===== src/rtl/cmp_minmax_pkg.sv =====
// Shared types and default sizes for the frame min/max scheduler.
// Optional index reporting in the top is enabled by CMP_MINMAX_IDX_EN.
package cmp_minmax_pkg;

    localparam int unsigned WIDTH_DEF = 4;
    localparam int unsigned CNT_W_DEF = 8;

    typedef enum logic [1:0] {
        IDLE    = 2'd0,
        CMP_MIN = 2'd1,
        CMP_MAX = 2'd2,
        REPORT  = 2'd3
    } state_e;

endpackage


===== src/rtl/cmp_minmax_core.sv =====
// Shared unsigned magnitude comparator: less-than and equal flags.
module cmp_core #(
    parameter int unsigned WIDTH = 4
) (
    input  logic [WIDTH-1:0] i_a,
    input  logic [WIDTH-1:0] i_b,
    output logic             o_lt_c,
    output logic             o_eq_c
);

    assign o_lt_c = (i_a < i_b);
    assign o_eq_c = (i_a == i_b);

endmodule


===== src/rtl/cmp_minmax_ctrl.sv =====
// Frame min/max/count scheduler time-sharing one comparator between min and max checks.
// Define CMP_MINMAX_IDX_EN to add first-occurrence index outputs for min and max.
module cmp_minmax_ctrl
    import cmp_minmax_pkg::*;
#(
    parameter int unsigned WIDTH = WIDTH_DEF,
    parameter int unsigned CNT_W = CNT_W_DEF
) (
    input  logic             clk,
    input  logic             rst,
    input  logic             in_valid,
    output logic             in_ready,
    input  logic [WIDTH-1:0] in_data,
    input  logic             in_last,
    output logic             out_valid,
    input  logic             out_ready,
    output logic [WIDTH-1:0] out_min,
    output logic [WIDTH-1:0] out_max,
    output logic [CNT_W-1:0] out_count
`ifdef CMP_MINMAX_IDX_EN
    ,
    output logic [CNT_W-1:0] out_min_idx,
    output logic [CNT_W-1:0] out_max_idx
`endif
);

    localparam logic [CNT_W-1:0] CNT_MAX = {CNT_W{1'b1}};

    state_e           r_state;
    state_e           w_state_nxt;
    logic             r_first;
    logic             w_first_nxt;
    logic [WIDTH-1:0] r_sample;
    logic [WIDTH-1:0] w_sample_nxt;
    logic             r_last;
    logic             w_last_nxt;
    logic [WIDTH-1:0] r_min;
    logic [WIDTH-1:0] w_min_nxt;
    logic [WIDTH-1:0] r_max;
    logic [WIDTH-1:0] w_max_nxt;
    logic [CNT_W-1:0] r_count;
    logic [CNT_W-1:0] w_count_nxt;
    logic             r_in_ready;
    logic             w_in_ready_nxt;
    logic             r_out_valid;
    logic             w_out_valid_nxt;
`ifdef CMP_MINMAX_IDX_EN
    logic [CNT_W-1:0] r_min_idx;
    logic [CNT_W-1:0] w_min_idx_nxt;
    logic [CNT_W-1:0] r_max_idx;
    logic [CNT_W-1:0] w_max_idx_nxt;
`endif

    logic             w_xfer;
    logic [WIDTH-1:0] w_cmp_b;
    logic             w_lt;
    logic             w_eq;

    assign w_xfer  = in_valid && r_in_ready;
    // Operand b follows the phase: running max in CMP_MAX, running min otherwise.
    assign w_cmp_b = (r_state == CMP_MAX) ? r_max : r_min;

    cmp_core #(
        .WIDTH (WIDTH)
    ) u_cmp_core (
        .i_a    (r_sample),
        .i_b    (w_cmp_b),
        .o_lt_c (w_lt),
        .o_eq_c (w_eq)
    );

    // State and datapath registers.
    always_ff @(posedge clk) begin
        if (rst) begin
            r_state     <= IDLE;
            r_first     <= 1'b1;
            r_sample    <= '0;
            r_last      <= 1'b0;
            r_min       <= '0;
            r_max       <= '0;
            r_count     <= '0;
            r_in_ready  <= 1'b1;
            r_out_valid <= 1'b0;
`ifdef CMP_MINMAX_IDX_EN
            r_min_idx   <= '0;
            r_max_idx   <= '0;
`endif
        end else begin
            r_state     <= w_state_nxt;
            r_first     <= w_first_nxt;
            r_sample    <= w_sample_nxt;
            r_last      <= w_last_nxt;
            r_min       <= w_min_nxt;
            r_max       <= w_max_nxt;
            r_count     <= w_count_nxt;
            r_in_ready  <= w_in_ready_nxt;
            r_out_valid <= w_out_valid_nxt;
`ifdef CMP_MINMAX_IDX_EN
            r_min_idx   <= w_min_idx_nxt;
            r_max_idx   <= w_max_idx_nxt;
`endif
        end
    end

    // Next-state and datapath update.
    always_comb begin
        w_state_nxt  = r_state;
        w_first_nxt  = r_first;
        w_sample_nxt = r_sample;
        w_last_nxt   = r_last;
        w_min_nxt    = r_min;
        w_max_nxt    = r_max;
        w_count_nxt  = r_count;
`ifdef CMP_MINMAX_IDX_EN
        w_min_idx_nxt = r_min_idx;
        w_max_idx_nxt = r_max_idx;
`endif

        case (r_state)
            IDLE: begin
                if (w_xfer) begin
                    if (r_first) begin
                        w_min_nxt   = in_data;
                        w_max_nxt   = in_data;
                        w_count_nxt = CNT_W'(1);
                        w_first_nxt = 1'b0;
`ifdef CMP_MINMAX_IDX_EN
                        w_min_idx_nxt = '0;
                        w_max_idx_nxt = '0;
`endif
                        w_state_nxt = in_last ? REPORT : IDLE;
                    end else begin
                        w_sample_nxt = in_data;
                        w_last_nxt   = in_last;
                        w_state_nxt  = CMP_MIN;
                    end
                end
            end
            CMP_MIN: begin
                if (w_lt && !w_eq) begin
                    w_min_nxt = r_sample;
`ifdef CMP_MINMAX_IDX_EN
                    // Count still holds the 0-based position of this sample here.
                    w_min_idx_nxt = r_count;
`endif
                end
                w_state_nxt = CMP_MAX;
            end
            CMP_MAX: begin
                if (!w_lt && !w_eq) begin
                    w_max_nxt = r_sample;
`ifdef CMP_MINMAX_IDX_EN
                    w_max_idx_nxt = r_count;
`endif
                end
                if (r_count != CNT_MAX) begin
                    w_count_nxt = r_count + CNT_W'(1);
                end
                w_state_nxt = r_last ? REPORT : IDLE;
            end
            REPORT: begin
                if (out_ready) begin
                    w_state_nxt = IDLE;
                    w_first_nxt = 1'b1;
                end
            end
            default: begin
                w_state_nxt = IDLE;
            end
        endcase

        w_in_ready_nxt  = (w_state_nxt == IDLE);
        w_out_valid_nxt = (w_state_nxt == REPORT);
    end

    assign in_ready  = r_in_ready;
    assign out_valid = r_out_valid;
    assign out_min   = r_min;
    assign out_max   = r_max;
    assign out_count = r_count;
`ifdef CMP_MINMAX_IDX_EN
    assign out_min_idx = r_min_idx;
    assign out_max_idx = r_max_idx;
`endif

endmodule


===== config.mk =====
export PLATFORM = sky130hd
export DESIGN_NAME = cmp_minmax_ctrl
export DESIGN_NICKNAME = d
export VERILOG_FILES = /design/src/rtl/cmp_minmax_pkg.sv /design/src/rtl/cmp_minmax_core.sv /design/src/rtl/cmp_minmax_ctrl.sv
export SDC_FILE = /design/constraint.sdc
export NUM_CORES = 1
export LEC_CHECK = 0
export ABC_AREA = 1
export CELL_PAD_IN_SITES_DETAIL_PLACEMENT = 0
export CELL_PAD_IN_SITES_GLOBAL_PLACEMENT = 1
export CORE_MARGIN = 1.5
export CORE_UTILIZATION = 36
export DETAILED_ROUTE_END_ITERATION = 10
export GPL_ROUTABILITY_DRIVEN = 0
export PLACE_DENSITY_LB_ADDON = 0.12
export SYNTH_ARGS = -nofsm -noshare
export SYNTH_HDL_FRONTEND = slang
export SYNTH_SLANG_ARGS = --single-unit

===== constraint.sdc =====
create_clock -name clk -period 2.34 [get_ports clk]
set_input_delay 0.351 -clock clk [delete_from_list [all_inputs] [get_ports clk]]
set_output_delay 0.351 -clock clk [all_outputs]
set_load 0.1 [all_outputs]

==> impl_metrics.toml, run 1 <==
[cts]
cts_made_buffers = 3
cts_hold_buf = 0
cts_buffer_depth = 2
cts-root-buf = "clkbuf_8"
path_clk_slew_ns = 0.10
clkLatencyLatePin_ns = 0.28
cts_sinks = 26
ctsResizeCount = 0
post-cts-setup-buffers = 0
htreeDepth = 1
cts_tree = "done"

[routing]
routed_wl_um = 3463
post_drt_wl_per_cell_um = 11.94
drt_iter0_markers = 61
drtAntennaViolNets = 0
routed_via_density = 4.697
num_vias = 1362
dr.pass1.iters = 4
drc_errors = 0

[die]
die_w_um = 66.58
row_count = 22
core_mm2 = 0.003771
die_y_um = 66.58
die_area_mm2 = 0.004432
pin_count = 27
initial_utilization_pct = 38.59

[synthesis]
ys_types = 25
synth.avg_cell_area_um2 = 6.737
synthCells = 216
ys_ff_latch = 26
synth_top_area_cell = "dfxtp_1"
synth_fp_nets = 230
synth_top_cells_by_area = "dfxtp_1, nand2_1, inv_1"
yosysSeqAreaShare_pct = 35.77
syn_area_mm2 = 0.001455
synth_top_area_share_pct = 35.77
ys_warn_count = 0

[worst_setup_path]
cp.arrival_ns = 2.22
crit_path_max_fanout = 12
path_class = "register to register"
startpoint_type = "register"
critPathRequiredTime_ns = 2.51
endpoint_kind = "register"

[final_layout]
diodes = 0
final_cell_mix = "nand2_1, inv_1, dfxtp_1"
final_common_cell = "nand2_1"
post-route-util_pct = 47.01
syn2layout_area_growth_pct = 21.84
layout-drive-gt1-share_pct = 14.46
final_cells = 290
layout.nets = 257
final_cell_area_mm2 = 0.001773

[timing]
worst_hold_slack_ns = 0.4633
tightest_slew_ns = 0.3696
drv_slew = 0
fmax_ghz = 0.4893
skew_ns = 0.007544
slew-limit-headroom_pct = 75.33
timing.final.hold_violations = 0
post-route-period-util_pct = 87.35
rsz0062_at_grt = "false"
finalSetupViolations = 0
tns_ns = 0
fin_crit_ns = 2.044

[global_route]
grt_pass1_vias = 1310
track_usage_pct = 17.89
grt_overflow = 0
antenna_found_initial = 0
grt_pass1_wl_um = 6085
grt_start_max_net_pins = 19

[run_status]
status = "completed"

[place]
dp_cells = 286
placed_cell_area_mm2 = 0.001698
port_buffers = 26
place.detailed.hpwl_um = 2543

[pwr]
ir_drop_v = 0.0004047
p_leak_nw = 0.8360
seqPwrFrac_pct = 31.8
pwr-share-comb_pct = 46.8
intPower_mw = 0.9492
p_sw_mw = 0.8201
p_per_area_mw_per_mm2 = 997.9
pwr-share-clk_pct = 21.4
p_sw_share_pct = 46.35

[worst_hold_path]
hold_path.class = "register to register"

[job]
max_cap_violations = 0
power by group through the flow:
stage	sequential [mW]	combinational, mW	clock, mW
2_1_floorplan	0.892	0.348	0
3_3_place_gp	0.579	0.824	0
3_5_place_dp	0.574	0.828	0
4_1_cts	0.564	0.829	0.390
5_1_grt	0.573	0.911	0.416
6_report	0.563	0.828	0.378
cell families (layout without fill, tap and decap cells):
family,count (synthesis),in the layout,share of synthesized area (%)
AO/OA/AOI/OAI,40,40,15.22
XOR/XNOR,1,1,0.6020
adder cells (fa/ha/maj),5,5,4.299
buffers and inverters,36,62,10.49
flip-flops,26,26,35.77
multiplexers,3,3,2.064
AND/OR/NAND/NOR,105,105,31.56
critical path: stages, from the launching register on:
cell and delay [ns]:
dfxtp_1 0.43, nor2_8 0.25, inv_2 0.16, nand2_1 0.09, nand2_1 0.06, ha_1 0.27
nand2_1 0.05, nor2_1 0.11, inv_1 0.05, nand2_1 0.06, nand2_1 0.18, a21oi_1 0.18
nor2_1 0.06
layer usage:
metal / vias up / share of wire, % / global-route usage, %
li1: 747 / - / -
met4: 0 / 0.64 / 3.827
met2: 31 / 48 / 30.25
met3: 2 / 3.9 / 4.054
met1: 582 / 47 / 23.15
met5: - / 0 / 0
flip-flops by register name, summed over array words and instances, names as in the netlist, 2 cells and up:
register	cells
r_state	2
out_max	4
r_sample	4
out_count	8
out_min	4
stage by stage:
step           power [mW]  setup WS [ns]
4_1_cts             1.783         0.1796
2_1_floorplan       1.240         0.1278
6_report            1.769         0.2961
5_1_grt             1.900        0.01982
3_3_place_gp        1.403         0.2411
3_5_place_dp        1.401         0.2175
cell usage after synthesis:
| master | instances |
|---|---|
| a31oi_1 | 1 |
| xnor2_1 | 1 |
| mux2i_1 | 3 |
| nand3_1 | 17 |
| nand3b_1 | 1 |
| nor2_8 | 1 |
| nor2_2 | 1 |
| a21oi_2 | 1 |
| dfxtp_1 | 26 |
| nand3_2 | 1 |
| and2_4 | 1 |
| buf_6 | 2 |
| o21ai_1 | 5 |
| nand4_1 | 2 |
| inv_2 | 3 |
| buf_2 | 2 |
| o21ai_0 | 9 |
| nand2_1 | 56 |
| ha_1 | 5 |
| o211ai_1 | 2 |
| inv_1 | 29 |
| nor2_1 | 23 |
| a21oi_1 | 21 |
| or2_2 | 2 |
| o21ai_4 | 1 |
cell type report:
| type | instances | area (um2) |
|---|---|---|
| timing repair buffer | 26 | 215.2 |
| multi-input combinational | 154 | 784.5 |
| sequential | 26 | 521.8 |
| tap | 48 | 60.06 |
| inverter | 32 | 120.1 |
| clock buffer | 3 | 41.29 |
| clock inverter | 1 | 30.03 |
| fill | 390 | 1998 |
path summary, 6_finish.rpt:
check	endpoint	slack, ns	from	cells past startpoint
worst max-delay path	out_max[0]	0.30	r_state[0]	12
worst min-delay path	r_last	0.46	r_last	2
worst max register to register	out_max[0]	0.30	r_state[0]	12
worst min register to register	r_last	0.46	r_last	2
Note: power is estimated with default switching activity, not from simulation.
==> inputs of run 2 (changes only) <==
--- a/config.mk
+++ b/config.mk
@@ -9,7 +9,8 @@
 export CELL_PAD_IN_SITES_DETAIL_PLACEMENT = 0
 export CELL_PAD_IN_SITES_GLOBAL_PLACEMENT = 1
 export CORE_MARGIN = 1.5
-export CORE_UTILIZATION = 36
+export CORE_UTILIZATION = 38
+export CTS_BUF_LIST = sky130_fd_sc_hd__clkbuf_8
 export DETAILED_ROUTE_END_ITERATION = 10
 export GPL_ROUTABILITY_DRIVEN = 0
 export PLACE_DENSITY_LB_ADDON = 0.12
==> impl_metrics.toml, run 2 (synthesized netlist as in run 1, its figures left out) <==
[worst_setup_path]
cpMostUsedCell = "nand2_1"
endpoint_kind = "register"
r2r_end = "out_min[1]"
crit_slowest_cell = "dfxtp_1"
startpoint_type = "register"
critPathRequiredTime_ns = 2.51
reg2reg_from = "r_state[0]"
cp.arrival_ns = 2.22
cp_top_family = "simple AND/OR/NAND/NOR gates"
r2r_cells = 12
cp_cell_sequence = "nor2_8, inv_2, nand2_1, nand2_1, ha_1, nand2_1, nor2_1, nor2_1, nand3_1, nand2_1, a21oi_1, nor2_1"
path_class = "register to register"
cp-endpoint = "out_min[1]"
crit_path_max_fanout = 12
crit_cells = 12
critical_path.max_stage_delay_ns = 0.42
cp.buffers_inverters = 1
startpoint = "r_state[0]"
ff2ff_setup_slack_ns = 0.29

[pwr]
ir_drop_v = 0.0004585
pwr-share-comb_pct = 46.8
p_sw_share_pct = 46.05
p_per_area_mw_per_mm2 = 987.6
intPower_mw = 0.9505
p_leak_nw = 0.8453
seqPwrFrac_pct = 31.9
p_sw_mw = 0.8115
pwr-share-clk_pct = 21.3

[timing]
worst_hold_slack_ns = 0.4601
slew-limit-headroom_pct = 77.17
tns_ns = 0
fin_crit_ns = 2.047
rsz0062_at_grt = "false"
finalSetupViolations = 0
tightest_slew_ns = 0.3420
post-route-period-util_pct = 87.47
skew_ns = 0.002953
fmax_ghz = 0.4886
timing.final.ws_setup_ns = 0.2931
timing.final.hold_violations = 0
drv_slew = 0

[final_layout]
final_common_cell = "nand2_1"
layout.nets = 259
diodes = 0
syn2layout_area_growth_pct = 22.61
final_cell_mix = "nand2_1, inv_1, dfxtp_1"
largest_reg_flops = 8
layout-drive-gt1-share_pct = 14.34

[die]
row_count = 22
die_area_mm2 = 0.004209
pin_count = 27
core_mm2 = 0.003661
die_w_um = 64.88
initial_utilization_pct = 39.75
die_y_um = 64.88

[cts]
cts_hold_buf = 0
clkLatencyLatePin_ns = 0.27
post-cts-setup-buffers = 0
cts_sinks = 26
cts_made_buffers = 3
cts_buffer_depth = 2
htreeDepth = 1
cts-root-buf = "clkbuf_8"
ctsResizeCount = 0
path_clk_slew_ns = 0.09
cts_tree = "done"

[place]
dp_slack_ns = 0.3102
port_buffers = 26
place.detailed.hpwl_um = 2498

[routing]
routed_wl_um = 3357
drt_iter0_markers = 54
dr.pass1.iters = 4
routed_via_density = 4.637
num_vias = 1354
post_drt_wl_per_cell_um = 11.50
drc_errors = 0
drtAntennaViolNets = 0

[global_route]
antenna_found_initial = 0
grt.busiest_layer = "met2"
met3_usage_pct = 4.167
globalRouteMet1Util_pct = 25.64
grt_overflow = 0
gr-usage-met2_pct = 28.35
grt_start_max_net_pins = 19
track_usage_pct = 18.23
grt_pass1_vias = 1286
grt_pass1_wl_um = 5947

[run_status]
status = "completed"

[job]
max_cap_violations = 0

[worst_hold_path]
hold_path.class = "register to register"
hp-start = "r_last"
==> run 2: worst reg2reg max path: stages, from the launching register on <==
cell     delay (ns)
dfxtp_1        0.42
nor2_8         0.25
inv_2          0.16
nand2_1        0.09
nand2_1        0.05
ha_1           0.27
nand2_1        0.05
nor2_1         0.13
nor2_1         0.05
nand3_1        0.06
nand2_1        0.17
a21oi_1        0.19
nor2_1         0.06
==> run 2: metrics by stage <==
step / std cells / cell area, um2 / power, mW / utilization, %
finish: 292 / 1784 / 1.762 / 48.74
CTS: 292 / 1784 / 1.780 / 48.74
global route: 292 / 1784 / 1.880 / 48.74
detailed placement: 288 / 1713 / 1.403 / 46.79
floorplan: 216 / 1455 / 1.240 / -
global placement: 288 / 1713 / 1.407 / 46.79
==> run 2: worst min-delay path by stage <==
stage,to,slack (ns),depth (start not counted)
after floorplan,out_count[1],0.42,1
after global placement,r_last,0.45,2
after detailed placement,r_last,0.45,2
after CTS,r_last,0.46,2
after global routing,r_last,0.52,2
final,r_last,0.46,2
==> run 2: layer usage <==
metal	vias to the layer above	routed length (um)	part of all wire, %
met2	19	1465	44
met1	587	1771	53
met5	-	0	0
met3	2	97	2.9
li1	746	-	-
met4	0	23	0.69
==> run 2: cell type report <==
type	instances	area [um2]
clock buffers	3	41.29
clock inverters	1	30.03
fillers	387	1877
inverters	32	120.1
multi-input cells	154	782.0
flip-flops and latches	26	520.5
well taps	48	60.06
repair buffers	28	230.2
==> run 2: power by group through the flow <==
stage	registers (mW)	clock network (mW)	logic (mW)
after floorplan	0.892	0	0.348
after global placement	0.574	0	0.833
after detailed placement	0.573	0	0.830
after CTS	0.563	0.386	0.831
after global routing	0.572	0.406	0.902
final	0.562	0.375	0.825
